==> src/rtl/sar_compare_search.sv <==
// Successive-approximation search driving comparator A (trial) against an unknown B, MSB first.
// Optional macro CMP_PIPE_EN: registered comparator, present/decide cycle pair per bit.
module sar_compare_search #(
  parameter int word_size = 16
) (
  input  logic                             clk,
  input  logic                             rst,
  input  logic                             start,
  input  logic                             lt,
  input  logic                             gt,
  input  logic                             eq,
  output logic [word_size-1:0]             trial,
  output logic                             busy,
  output logic                             done,
  output logic [word_size-1:0]             result,
  output logic                             hit,
  output logic [$clog2(word_size+1)-1:0]   steps,
  output logic                             err
);

  localparam int IW = $clog2(word_size);
  localparam int SW = $clog2(word_size + 1);
  localparam logic [word_size-1:0] ONE = word_size'(1);
  localparam logic [word_size-1:0] MSB = ONE << (word_size - 1);

  typedef enum logic {IDLE, SEARCH} state_t;

  state_t              state, state_next;
  logic [IW-1:0]       idx, idx_next;
  logic [word_size-1:0] acc, acc_next, trial_next, result_next;
  logic [SW-1:0]       count, count_next, steps_next;
  logic                hit_next, err_next, done_next;
  logic [word_size-1:0] bit_idx, acc_new;
  logic [SW-1:0]       count_inc;
  logic                legal, decide;
`ifdef CMP_PIPE_EN
  logic                phase, phase_next;
`endif

  always_ff @(posedge clk) begin
    if (rst) begin
      state  <= IDLE;
      idx    <= '0;
      acc    <= '0;
      trial  <= '0;
      count  <= '0;
      result <= '0;
      hit    <= 1'b0;
      steps  <= '0;
      err    <= 1'b0;
      done   <= 1'b0;
`ifdef CMP_PIPE_EN
      phase  <= 1'b0;
`endif
    end else begin
      state  <= state_next;
      idx    <= idx_next;
      acc    <= acc_next;
      trial  <= trial_next;
      count  <= count_next;
      result <= result_next;
      hit    <= hit_next;
      steps  <= steps_next;
      err    <= err_next;
      done   <= done_next;
`ifdef CMP_PIPE_EN
      phase  <= phase_next;
`endif
    end
  end

  always_comb begin
    state_next  = state;
    idx_next    = idx;
    acc_next    = acc;
    trial_next  = trial;
    count_next  = count;
    result_next = result;
    hit_next    = hit;
    steps_next  = steps;
    err_next    = err;
    done_next   = 1'b0;
`ifdef CMP_PIPE_EN
    phase_next  = phase;
    decide      = phase;
`else
    decide      = 1'b1;
`endif
    bit_idx   = ONE << idx;
    acc_new   = lt ? (acc | bit_idx) : (acc & ~bit_idx);
    count_inc = count + SW'(1);
    // exactly one flag: odd parity but not all three
    legal     = (lt ^ gt ^ eq) & ~(lt & gt & eq);

    case (state)
      IDLE: begin
        // done is still high on the completion cycle; a start there is dropped
        if (start && !done) begin
          state_next = SEARCH;
          idx_next   = IW'(word_size - 1);
          acc_next   = '0;
          trial_next = MSB;
          count_next = '0;
          err_next   = 1'b0;
          hit_next   = 1'b0;
          steps_next = '0;
`ifdef CMP_PIPE_EN
          phase_next = 1'b0;
`endif
        end
      end
      SEARCH: begin
`ifdef CMP_PIPE_EN
        phase_next = ~phase;
`endif
        if (decide) begin
          count_next = count_inc;
          if (!legal) begin
            err_next    = 1'b1;
            result_next = '0;
            hit_next    = 1'b0;
            done_next   = 1'b1;
            steps_next  = count_inc;
            state_next  = IDLE;
          end else if (eq) begin
            result_next = trial;
            hit_next    = 1'b1;
            done_next   = 1'b1;
            steps_next  = count_inc;
            state_next  = IDLE;
          end else begin
            acc_next = acc_new;
            if (idx == '0) begin
              result_next = acc_new;
              hit_next    = 1'b0;
              done_next   = 1'b1;
              steps_next  = count_inc;
              state_next  = IDLE;
            end else begin
              idx_next   = idx - IW'(1);
              trial_next = acc_new | (ONE << (idx - IW'(1)));
            end
          end
        end
      end
      default: state_next = IDLE;
    endcase
  end

  always_comb begin
    busy = (state == SEARCH);
  end

endmodule

==> config.mk <==
export PLATFORM = sky130hd
export DESIGN_NAME = sar_compare_search
export DESIGN_NICKNAME = d
export VERILOG_FILES = /design/src/rtl/sar_compare_search.sv
export SDC_FILE = /design/constraint.sdc
export NUM_CORES = 1
export LEC_CHECK = 0
export CAP_MARGIN = 20
export CORE_ASPECT_RATIO = 2
export CORE_MARGIN = 3
export CORE_UTILIZATION = 40
export DETAILED_ROUTE_END_ITERATION = 7
export SYNTH_ARGS = -nofsm -noshare
export SYNTH_HDL_FRONTEND = slang
export SYNTH_SLANG_ARGS = --single-unit
==> constraint.sdc <==
create_clock -name clk -period 2.9 [get_ports clk]
set_clock_uncertainty 0.2 [all_clocks]
set_input_delay 0.58 -clock clk [delete_from_list [all_inputs] [get_ports clk]]
set_output_delay 0.58 -clock clk [all_outputs]
set_load 0.05 [all_outputs]
* After elaboration in Yosys (flattened, before gate mapping)
Index checks and enable logic that the tools add are counted.
** Operators by class
- Add/sub/neg operators :: 2
- Equality and inequality tests :: 7
- Reduce and logical (&&, ||, !) cells :: 9
- Shift-type cells :: 2
- Bitwise operators :: 11
- Multiplexer cells :: 39
** Operator list (count)
- $mux W16 :: 11
- $pmux W16 S2 :: 2
- $or A16 B16 Y16 :: 2
- $shl A1 B4 Y16 const A :: 2
- $mux W5 :: 4
- $pmux W5 S2 :: 2
- $and A16 B16 Y16 :: 1
- $mux W4 :: 4
- $not A16 Y16 :: 1
- $mux W1 :: 12
- $ne A2 B2 Y1 const B :: 4
- $pmux W4 S2 :: 1
- $pmux W1 S2 :: 3
- $reduce_and A2 Y1 :: 3
- $add A5 B1 Y5 const B :: 1
- $logic_not A4 Y1 :: 1
- $ne A4 B3 Y1 const B :: 1
- $reduce_and A4 Y1 :: 1
- $sub A4 B1 Y4 const B :: 1
- $and A1 B1 Y1 :: 3
- $ne A3 B2 Y1 const B :: 1
- $reduce_and A3 Y1 :: 1
- $ne A2 B1 Y1 const B :: 1
- $not A1 Y1 :: 2
- 4 further kinds :: 5
** Word-level totals
- Output and inout port bits :: 41
- Word-level logic and storage cells :: 80
- Bits of input ports :: 6
- Register bits :: 66

* Depth between registers and ports, before layout
- Depth after elaboration :: 9
- Depth in mapped cells :: 7
- Gate-level depth less buffers :: 6

* Least setup slack after synthesis
Ideal clock, no wire load.
- Path kind :: flip-flop to flip-flop
- Start point :: reg idx[0]
- End point :: reg result[3]
- Period minus slack after synthesis :: 2169 ps
- Stages on the path, launching flop included :: 6
- Buffers on the path :: 0
- Slack :: 731 ps
- Required time :: 2583 ps
- Data arrival time :: 1852 ps
- Setup time :: 117 ps
- Path through :: dfxtp_1 -> ha_1 -> nor3b_1 -> mux2_2 -> or2_2 -> a32o_1
** On the way
- Word-level cells in the longest chain between the ends :: 7
- Elaborated cells on any way between the ends :: 11
- Those cells by class :: eq/ne (1); shift (1); mux (4); bitwise (3); reduce/logical (2)
** RTL lines
- from (decl) :: line 29 : logic [IW-1:0] idx, idx_next;
- from (signal assigned) :: line 57 : idx <= idx_next;
- $shl A1 B4 Y16 :: line 89 : bit_idx = ONE << idx;
- $not A16 Y16 :: line 90 : acc_new = lt ? (acc | bit_idx) : (acc & ~bit_idx);
- $and A16 B16 Y16 :: line 90
- $mux W16 :: line 90
- $mux W16 :: line 133 : if (idx == '0) begin
- $mux W16 :: line 125 : end else if (eq) begin
- $mux W16 :: line 118 : if (!legal) begin
- to (signal assigned) :: line 61 : result <= result_next;
- to (decl) :: line 15 : output logic [word_size-1:0] result,
Several ways; a longest one is shown, not always the timed one. The select of a mux whose other input is x is not followed.
A chain may end at the register's enable or synchronous reset.

* Final worst setup path
- Start point :: in lt
- End point :: reg trial[1]
** On the way
- Word-level cells in the longest chain between the ends :: 6
- Elaborated cells on any way between the ends :: 14
- Those cells by class :: eq/ne (1); mux (5); bitwise (7); reduce/logical (1)
** RTL lines
- from (decl) :: line 9 : input logic lt,
- $mux W16 / $and A1 B1 Y1 (equally long branches) :: line 90, 93
- $or A16 B16 Y16 / $and A1 B1 Y1 (equally long branches) :: line 141, 93
- $mux W16 / $not A1 Y1 (equally long branches) :: line 133, 93
- $mux W16 / $and A1 B1 Y1 (equally long branches) :: line 125, 93
- $mux W16 / $ne A2 B1 Y1 (equally long branches)
- $pmux W16 S2 / $reduce_and A4 Y1 (equally long branches)
- to (signal assigned) :: line 59 : trial <= trial_next;
- to (decl) :: line 12 : output logic [word_size-1:0] trial,
Several ways; a longest one is shown, not always the timed one. The select of a mux whose other input is x is not followed.

==> out/qor.txt <==
Layer carrying the most global-route usage: met2
Global Route Usage Sum: 20.1%
Source of the critical timing path: lt
Minimum setup slack among reg-to-reg paths: 0.50 ns
Number of nets in the layout: 466
Total standard cell area after synthesis: 0.00351 mm2
Classification of the worst-slack hold path: reg -> reg
Delay contributed by the slowest stage of the critical path: 0.47 ns
Number of failing setup endpoints in the final timing report: 0
Netlist cell types: 60
Std-Cell Rows: 47
Biggest area contributors in the synthesized netlist: dfxtp_1 38%, a21oi_1 5.0%, mux2i_1 3.4%
Synth Flop Type: dfxtp_1
Kind of launch point of the worst setup path: input pin
Fraction of met1 tracks used by global routing: 23.7%
Number of H-tree levels: 3
Unrepaired setup endpoints after global routing: no
Critical Path Sink Type: register
Syn nets: 418
Wire length of the first global-routing pass: 15.6 mm
Cell at the root of the clock tree: clkbuf_16
Setup Crit Path Kind: in -> reg
Post-CTS Setup Bufs: 0
Cell leakage power: 0.00159 uW
Number of max-slew violations in the final report: 0
Max-Cap Viols: 0
Total Power: 2590 uW
Post-route worst hold slack: 0.261 ns
WL final: 9.75 mm
Number of buffers inserted by port buffering: 46
Total number of vias: 3181
GR Util met3: 3.13%
Fraction of layout instances using a drive strength above 1: 11.8%
CP cell instances: clkdlybuf4s50_1, ha_1, buf_4, nand3b_4, o21ai_4, nor2_1, a311oi_1
Total of flip-flops plus latches after synthesis: 66
Hold-fix buffers, CTS: 0
Avg Cell Area, Syn: 8.67 um2
Detailed-route DRC error count: 0
Met2 Track Usage GR: 35.5%
Remaining global-route overflow: 0
Fraction of the yosys area taken by sequential cells: 37.6%
Routed vias/inst: 5.72
Final hold violations: 0
Top-level port count: 47
FMAX: 415 MHz
Result of the run: complete, no violations
Initial core utilization: 41.7%
Wirelength per Cell: 17.5 um
Vertical extent of the die: 138 um
Number of clock sinks seen by CTS: 66
Share of the synthesized area in the top cell type: 37.6%
Initial antenna violation count: 0
Buffer levels on the longest clock path: 2
R2r endpoint: result[2]
Pin count of the biggest net entering global routing: 29
Count of flip-flops with a built-in enable after synthesis: 0
Post-CTS Resized: 0
Data arrival time at the worst-slack endpoint: 2.44 ns
Final critical-path share of the clock period: 83.0%
TritonCTS clock tree: yes
PD cells: 592 mW/mm2
Time the worst path needs with I/O delays and setup: 2.41 ns
Area growth, synth to finish: 24.6%
Insertion delay of the later-clocked pin in the worst-skew pair: 0.33 ns
Cell type contributing the most total cell area after synthesis: dfxtp_1
Critical Path End: trial[1]
Area enclosed by the die boundary: 0.0100 mm2
Highest fanout seen on the critical path: 18
Peak ir drop on the vdd network: 0.366 mV
Drt first pass iters: 4
Worst Reg2Reg Path Length in Cells: 4
CTS Buf Count: 9
Async S/R FF share, synth: 0%
Half-perimeter wire length after detailed placement: 6.86 mm
Core ar.: 0.00841 mm2
Global placement routability congestion: 0.800
DIE WIDTH: 72.2 um
Worst-Margin Slew: 0.839 ns
Startpoint of the most critical register-to-register path: idx[3]
Antenna Diode Count: 0
Antenna violation net count after detailed routing: 0
DR iter-0 viols: 235
Number of instances in the synthesized netlist: 405
Vias in the first global route: 2963
Worst path slowest cell: o21ai_4
Clock edge transition at the registers on the reported setup and hold paths: 0.05 ns
Critical path data required time: 2.93 ns
Count of synthesis-stage warnings from yosys: 0
Worst max-slew margin expressed relative to the limit: 43.9%
==> per-layer routing <==
metal	wire length, um	up-vias
met5	0	-
met4	137	0
met3	515	13
met2	5160	100
met1	3940	1487
li1	-	1581
==> cells in the mapped netlist (8+ instances only) <==
library cell and instances:
a21oi_1 35, a22o_1 9, a2bb2oi_1 10, a311oi_1 8, a32o_1 9, buf_2 8, clkbuf_1 17, dfxtp_1 66
inv_1 15, mux2i_1 12, nand2_1 30, nand2b_1 14, nand3_1 22, nand3b_1 9, nor2_1 30, o21ai_0 16
==> through the flow <==
step	setup WS, ns	instances	TNS [ns]	cell area, um2	utilization (%)
after CTS	0.216	555	0	4370	51.9
after floorplan	0.731	405	0	3510	-
after global placement	-0.0482	539	-0.300	4080	48.5
final	0.493	556	0	4370	52.0
after global routing	0.323	556	0	4370	52.0
after detailed placement	-0.133	539	-0.947	4080	48.5
==> area by class of cell <==
class | instances | area (um2)
fillers | 789 | 4040
multi-input cells | 291 | 1950
inverters | 15 | 56.3
clock buffers | 14 | 274
flip-flops and latches | 66 | 1320
clock inverters | 2 | 10.0
well taps | 98 | 123
repair buffers | 70 | 638
==> how the worst min path moves through the flow <==
stage / start / end / slack (ns) / cells after the start
global placement: result[0] / result[0] / 0.25 / 1
floorplan: acc[1] / acc[1] / 0.25 / 2
CTS: result[6] / result[6] / 0.27 / 1
finish: result[3] / result[3] / 0.26 / 1
detailed placement: result[6] / result[6] / 0.25 / 1
global route: result[6] / result[6] / 0.27 / 1
==> registers in the layout, summed over array words and instances (netlist names) <==
signal / count
result: 16
acc: 16
hit: 1
busy: 1
done: 1
idx: 4
err: 1
steps: 5
count: 5
trial: 16
==> where the power goes <==
group	internal, uW	switching [uW]	leakage, uW
clock	646	389	0.000143
sequential	944	43.4	0.000536
combinational	199	369	0.000915
==> worst max-delay path, delay by kind of cell <==
| family | cells | cell delay [ns] |
|---|---|---|
| buf+inv | 2 | 0.56 |
| fa+ha+maj | 1 | 0.31 |
| compound gates | 2 | 0.74 |
| simple gates | 2 | 0.25 |
==> placed cells by master, fill, tap and decap left out, drive strengths merged, types with 5 or more instances in the layout <==
| master | n |
|---|---|
| nor3 | 6 |
| a2bb2oi | 10 |
| o21ai | 18 |
| a22o | 9 |
| buf | 25 |
| o21a | 6 |
| nor2 | 31 |
| mux2i | 12 |
| nand3 | 22 |
| nand2 | 30 |
| clkbuf | 14 |
| clkdlybuf4s50 | 45 |
| dfxtp | 66 |
| a32o | 9 |
| ha | 7 |
| inv | 15 |
| a31oi | 7 |
| nand3b | 10 |
| a211oi | 5 |
| nand2b | 14 |
| a311oi | 8 |
| a21oi | 36 |
| nor2b | 5 |
==> cell families after synthesis <==
group,Yosys count,synth area share (%)
flops,66,37.6
buf+inv,48,6.81
simple gates,132,20.5
xor+xnor,4,0.998
mux,13,3.74
fa+ha+maj,7,2.49
compound gates,135,27.9
(Power assumes the default switching activity.)
==> patch 1, RTL diff (same flow settings) <==
Reset style: asynchronous (`rst`), changed in one clocked block.
--- a/src/rtl/sar_compare_search.sv
+++ b/src/rtl/sar_compare_search.sv
@@ -37,7 +37,7 @@
   logic                phase, phase_next;
 `endif
 
-  always_ff @(posedge clk) begin
+  always_ff @(posedge clk or posedge rst) begin
     if (rst) begin
       state  <= IDLE;
       idx    <= '0;
Function: differs if rst is asserted again (counterexample within 4 cycles, from zero or initial values and one cycle with rst high); with rst held inactive, the same outputs for 10 cycles.
==> patch 1 against the original RTL <==
Synthesized area down 1.6%; highest routed layer unchanged; cell count down 8.6%; routed wire length down 3.8%; sequential cell count unchanged; design area down 0.29%; setup slack worse by 0.21 ns; global-route usage up 0.50 points.
Power is not compared: it rests on default switching activity, and its combinational part moved more than twofold at a synthesized area within 25%.
==> patch 1: results (changes against the original RTL) <==
* Status: completed
* Placed cell count at 492 (-8.7%)
* Wl on met1 at 3.639 mm (-7.7%)
* Global Route Usage Sum at 0.2057 (+0.004978)
* Critical path peak fanout at 14 (-4)
* Synth cell types at 54 (-10%)
* Crit path arrival time at 1.84 ns (-0.60 ns)
* Crit-path max cell delay at 0.89 ns (+0.42 ns)
* Via density at 5.650 (-1.3%)
* Ranking of synthesized cells by area: dfrtp_1 (48%), o21ai_0 (6.8%), nand2_1 (4.5%), a22oi_1 (3.9%), mux2i_1 (2.6%)
* Mux share of post-synthesis cell area at 0.03912 (+0.001696)
* Crit path to: busy
* Synth Area in XOR/XNOR at 0.01521 (+0.005233)
* Slowest cell on the critical path: clkdlybuf4s50_1
* List of most frequent post-synthesis cells: dfrtp_1 (66), o21ai_0 (47), nand2_1 (41), nor2_1 (22), a22oi_1 (18)
* Post-detail-place hpwl at 7.081 mm (+3.2%)
* DRT iter0 DRCs at 207 (-12%)
* Metal2 WL at 5.059 mm (-1.9%)
* Nets at 418 (-10%)
* Hold Path End: hit
* Reg2Reg Launch Point: idx[0]
* Register area share after synthesis at 0.4781 (+0.1018)
* Share of cells above drive strength 1 at 0.1317 (+0.01380)
* Met3 WL at 447 µm (-13%)
* Rel. slew slack at 0.3755 (-0.06304)
* Post-synthesis adder-cell area fraction at 0.02535 (+0.0004066)
* Met2 Track Usage GR at 0.3642 (+0.008782)
* Hold WS at 0.2805 ns (+0.01967 ns)
* Final Wtd Congestion at 0.9277 (+16%)
* Ys async rst share at 1.000 (+1.000)
* Top FF cell, synth: dfrtp_1
* Critical Path Source: busy
* Hold Path Origin: hit
* Worst R2R End: trial[15]
* M3 GR Usage at 0.03871 (+0.007464)
* Fillers at 772 (-2.2%)
* Worst R2R Setup Slack at 0.47 ns (-0.03 ns)
* Finished Layout Cells at 508 (-8.6%)
* Post-Syn Nets at 368 (-12%)
* First-pass GRT wire length at 15.38 mm (-1.3%)
* Final wirelength at 9.381 mm (-3.8%)
## patch 1: changes by cell type after synthesis, sizes merged, moves of 9 or more
cell	delta
a21oi	-20
a22o	-9
a22oi	+19
a32o	-9
clkbuf	-9
dfrtp	+66
dfxtp	-66
nand2	+12
nand2b	-13
nor2	-9
o21ai	+31
## patch 1: logic make-up after synthesis
logic type                 Yosys count
AOI/OAI and AO/OA                  114
xor gates and xnor gates             6
adders and majority gates            7
buffers and inverters               38
DFF                                 66
muxes                               13
and+or+nand+nor                    111
## patch 1: layout make-up
| cell class | count | area, µm² | area share |
|---|---|---|---|
| inverters | 11 | 41.29 | 0.009469 |
| clock inverters | 1 | 5.005 | 0.001148 |
| flip-flops and latches | 66 | 1652 | 0.3788 |
| well taps | 98 | 122.6 | 0.02812 |
| clock buffers | 15 | 297.8 | 0.06829 |
| multi-input cells | 251 | 1607 | 0.3684 |
| repair buffers | 66 | 635.6 | 0.1458 |
==> patch 2, RTL diff (same flow settings) <==
Without the edit above. Set the parameter `word_size` to 32 (it was 16).
--- a/src/rtl/sar_compare_search.sv
+++ b/src/rtl/sar_compare_search.sv
@@ -1,7 +1,7 @@
 // Successive-approximation search driving comparator A (trial) against an unknown B, MSB first.
 // Optional macro CMP_PIPE_EN: registered comparator, present/decide cycle pair per bit.
 module sar_compare_search #(
-  parameter int word_size = 16
+  parameter int word_size = 32
 ) (
   input  logic                             clk,
   input  logic                             rst,
Interface: changed (resized result, steps and trial); port bits go from 47 to 80. The function was not compared with the original's and may differ.
==> patch 2 against the original RTL <==
Die area up 53%; routed wire length increased by 67%; sequential share of layout area up 2.2 points; design area rose by 65%; synthesized area increased by 57%; critical path type is now flip-flop to flip-flop; global-route usage is 1.8 points higher; via count rose by 56%; total power up 78%; highest routed layer unchanged; sequential cell count rose by 51; setup slack worse by 0.20 ns; fmax shrank 7.7%.
==> patch 2: results (changes against the original RTL) <==
* Critical path peak fanout at 13 (-5)
* DRT Pass-1 Iters at 5 (+1)
* Reg2Reg Launch Point: idx[0]
* Worst skew pair latency at 0.41 ns (+0.08 ns)
* Register area share after synthesis at 0.4241 (+0.04777)
* Class of the worst hold path: flip-flop to flip-flop
* Regs by FF count: acc: 32 flops, result: 32 flops, trial: 32 flops
* Share of cells above drive strength 1 at 0.1302 (+0.01229)
* Vias in the first global route at 5018 (+69%)
* Synth cell types at 56 (-6.7%)
* Crit path arrival time at 2.69 ns (+0.25 ns)
* Wire per inst at 18.55 µm (+5.7%)
* Via density at 5.653 (-1.2%)
* Post-Syn Nets at 641 (+53%)
* Slowest cell on the critical path: ha_1
* Status: completed
* Nets at 723 (+55%)
* Largest net degree at the start of global routing at 37 (+28%)
* H-tree depth reported by CTS at 4 (+1)
* CTS buffer count at 17 (+8)
* Final Wtd Congestion at 0.8068 (+0.91%)
* Dpl ws at 0.03467 ns (+0.1678 ns)
* Hold WS at 0.2635 ns (+0.002699 ns)
* Post-detail-place hpwl at 11.69 mm (+70%)
* DRT iter0 DRCs at 254 (+8.1%)
* Rel. slew slack at 0.5278 (+0.08926)
* Leak Pwr at 2.657 nW (+67%)
* First-pass GRT wire length at 26.10 mm (+67%)
* Hold depth at 2 (+1)
* List of most frequent post-synthesis cells: dfxtp_1 (117), nor2_1 (88), nand2_1 (60), mux2i_1 (35), a22o_1 (34)
* Finished Layout Cells at 877 (+58%)
* PortBufs at 79 (+72%)
* Global Route Usage Sum at 0.2189 (+0.01811)
* Worst R2R End: trial[5]
* Ranking of synthesized cells by area: dfxtp_1 (42%), mux2i_1 (6.3%), nor2_1 (6.0%), a22o_1 (5.4%), nand2_1 (4.1%)
* Hold Path Origin: steps[2]
* Syn_area_per_cell at 8.794 µm² (+1.4%)
* Crit-path max cell delay at 0.63 ns (+0.16 ns)
* Placed cell count at 846 (+57%)
* Peak supply drop at 430.6 µV (+18%)
* R2R cell count at 6 (+2)
* Worst R2R Setup Slack at 0.29 ns (-0.21 ns)
* Hold Path End: steps[2]
patch 2: cell types whose count changed in the layout (fill, tap and decap cells not counted), sizes merged, moves of 17 or more:
cell           delta
nor2             +59
dfxtp            +51
clkdlybuf4s50    +32
nand2            +30
a22o             +25
mux2i            +23
buf              +17
patch 2: area by class of cell:
type,instances,area (µm²)
tap,155,193.9
timing repair buffer,119,1121
sequential,117,2342
clock buffer,22,464.2
inverter,5,18.77
fill,1242,6277
clock inverter,9,175.2
multi-input combinational,450,2920
patch 2: worst max path at each step:
stage	to	slack (ns)	start	cells after the start
final	trial[5]	0.29	idx[0]	6
after global routing	trial[5]	0.12	idx[0]	6
after CTS	trial[5]	0.31	idx[0]	6
after detailed placement	trial[11]	0.03	lt	7
after global placement	trial[9]	0.06	lt	7
after floorplan	trial[10]	0.53	lt	7
patch 2: metrics by stage:
step	instance area [µm²]	total power, mW
CTS	7236	4.646
global placement	6596	2.334
floorplan	5523	2.135
global route	7236	4.763
finish	7236	4.619
detailed placement	6596	2.344
patch 2: routing by layer:
layer / share of wire / global-route usage / routed length [µm] / up-vias
met3: 0.037 / 0.03433 / 601 / 20
met2: 0.55 / 0.3925 / 8879 / 140
met1: 0.41 / 0.2589 / 6604 / 2358
met5: 0 / 0 / 0 / -
li1: - / - / - / 2440
met4: 0.011 / 0.07259 / 183 / 0
patch 2: cell families (layout without fill, tap and decap cells):
group / Yosys count / in the layout / share of synthesized area
multiplexers: 43 / 43 / 0.07975
AO/OA/AOI/OAI: 160 / 160 / 0.2150
adder cells (fa/ha/maj): 7 / 7 / 0.01586
XOR/XNOR: 5 / 5 / 0.007929
buffers and inverters: 61 / 155 / 0.04825
flip-flops: 117 / 117 / 0.4241
AND/OR/NAND/NOR: 235 / 235 / 0.2091
patch 2: power breakdown:
group / internal, mW / switching, mW / leakage, nW
clock: 1.56 / 0.742 / 0.306
sequential: 1.64 / 0.0475 / 0.946
combinational: 0.222 / 0.405 / 1.40
total: 3.42 / 1.20 / 2.66
patch 2: critical path, delay by kind of cell, from the launching register on:
kind | cells | cell delay [ns]
and+or+nand+nor | 3 | 0.66
AOI/OAI and AO/OA | 1 | 0.22
DFF | 1 | 0.49
muxes | 1 | 0.28
adders and majority gates | 1 | 0.63
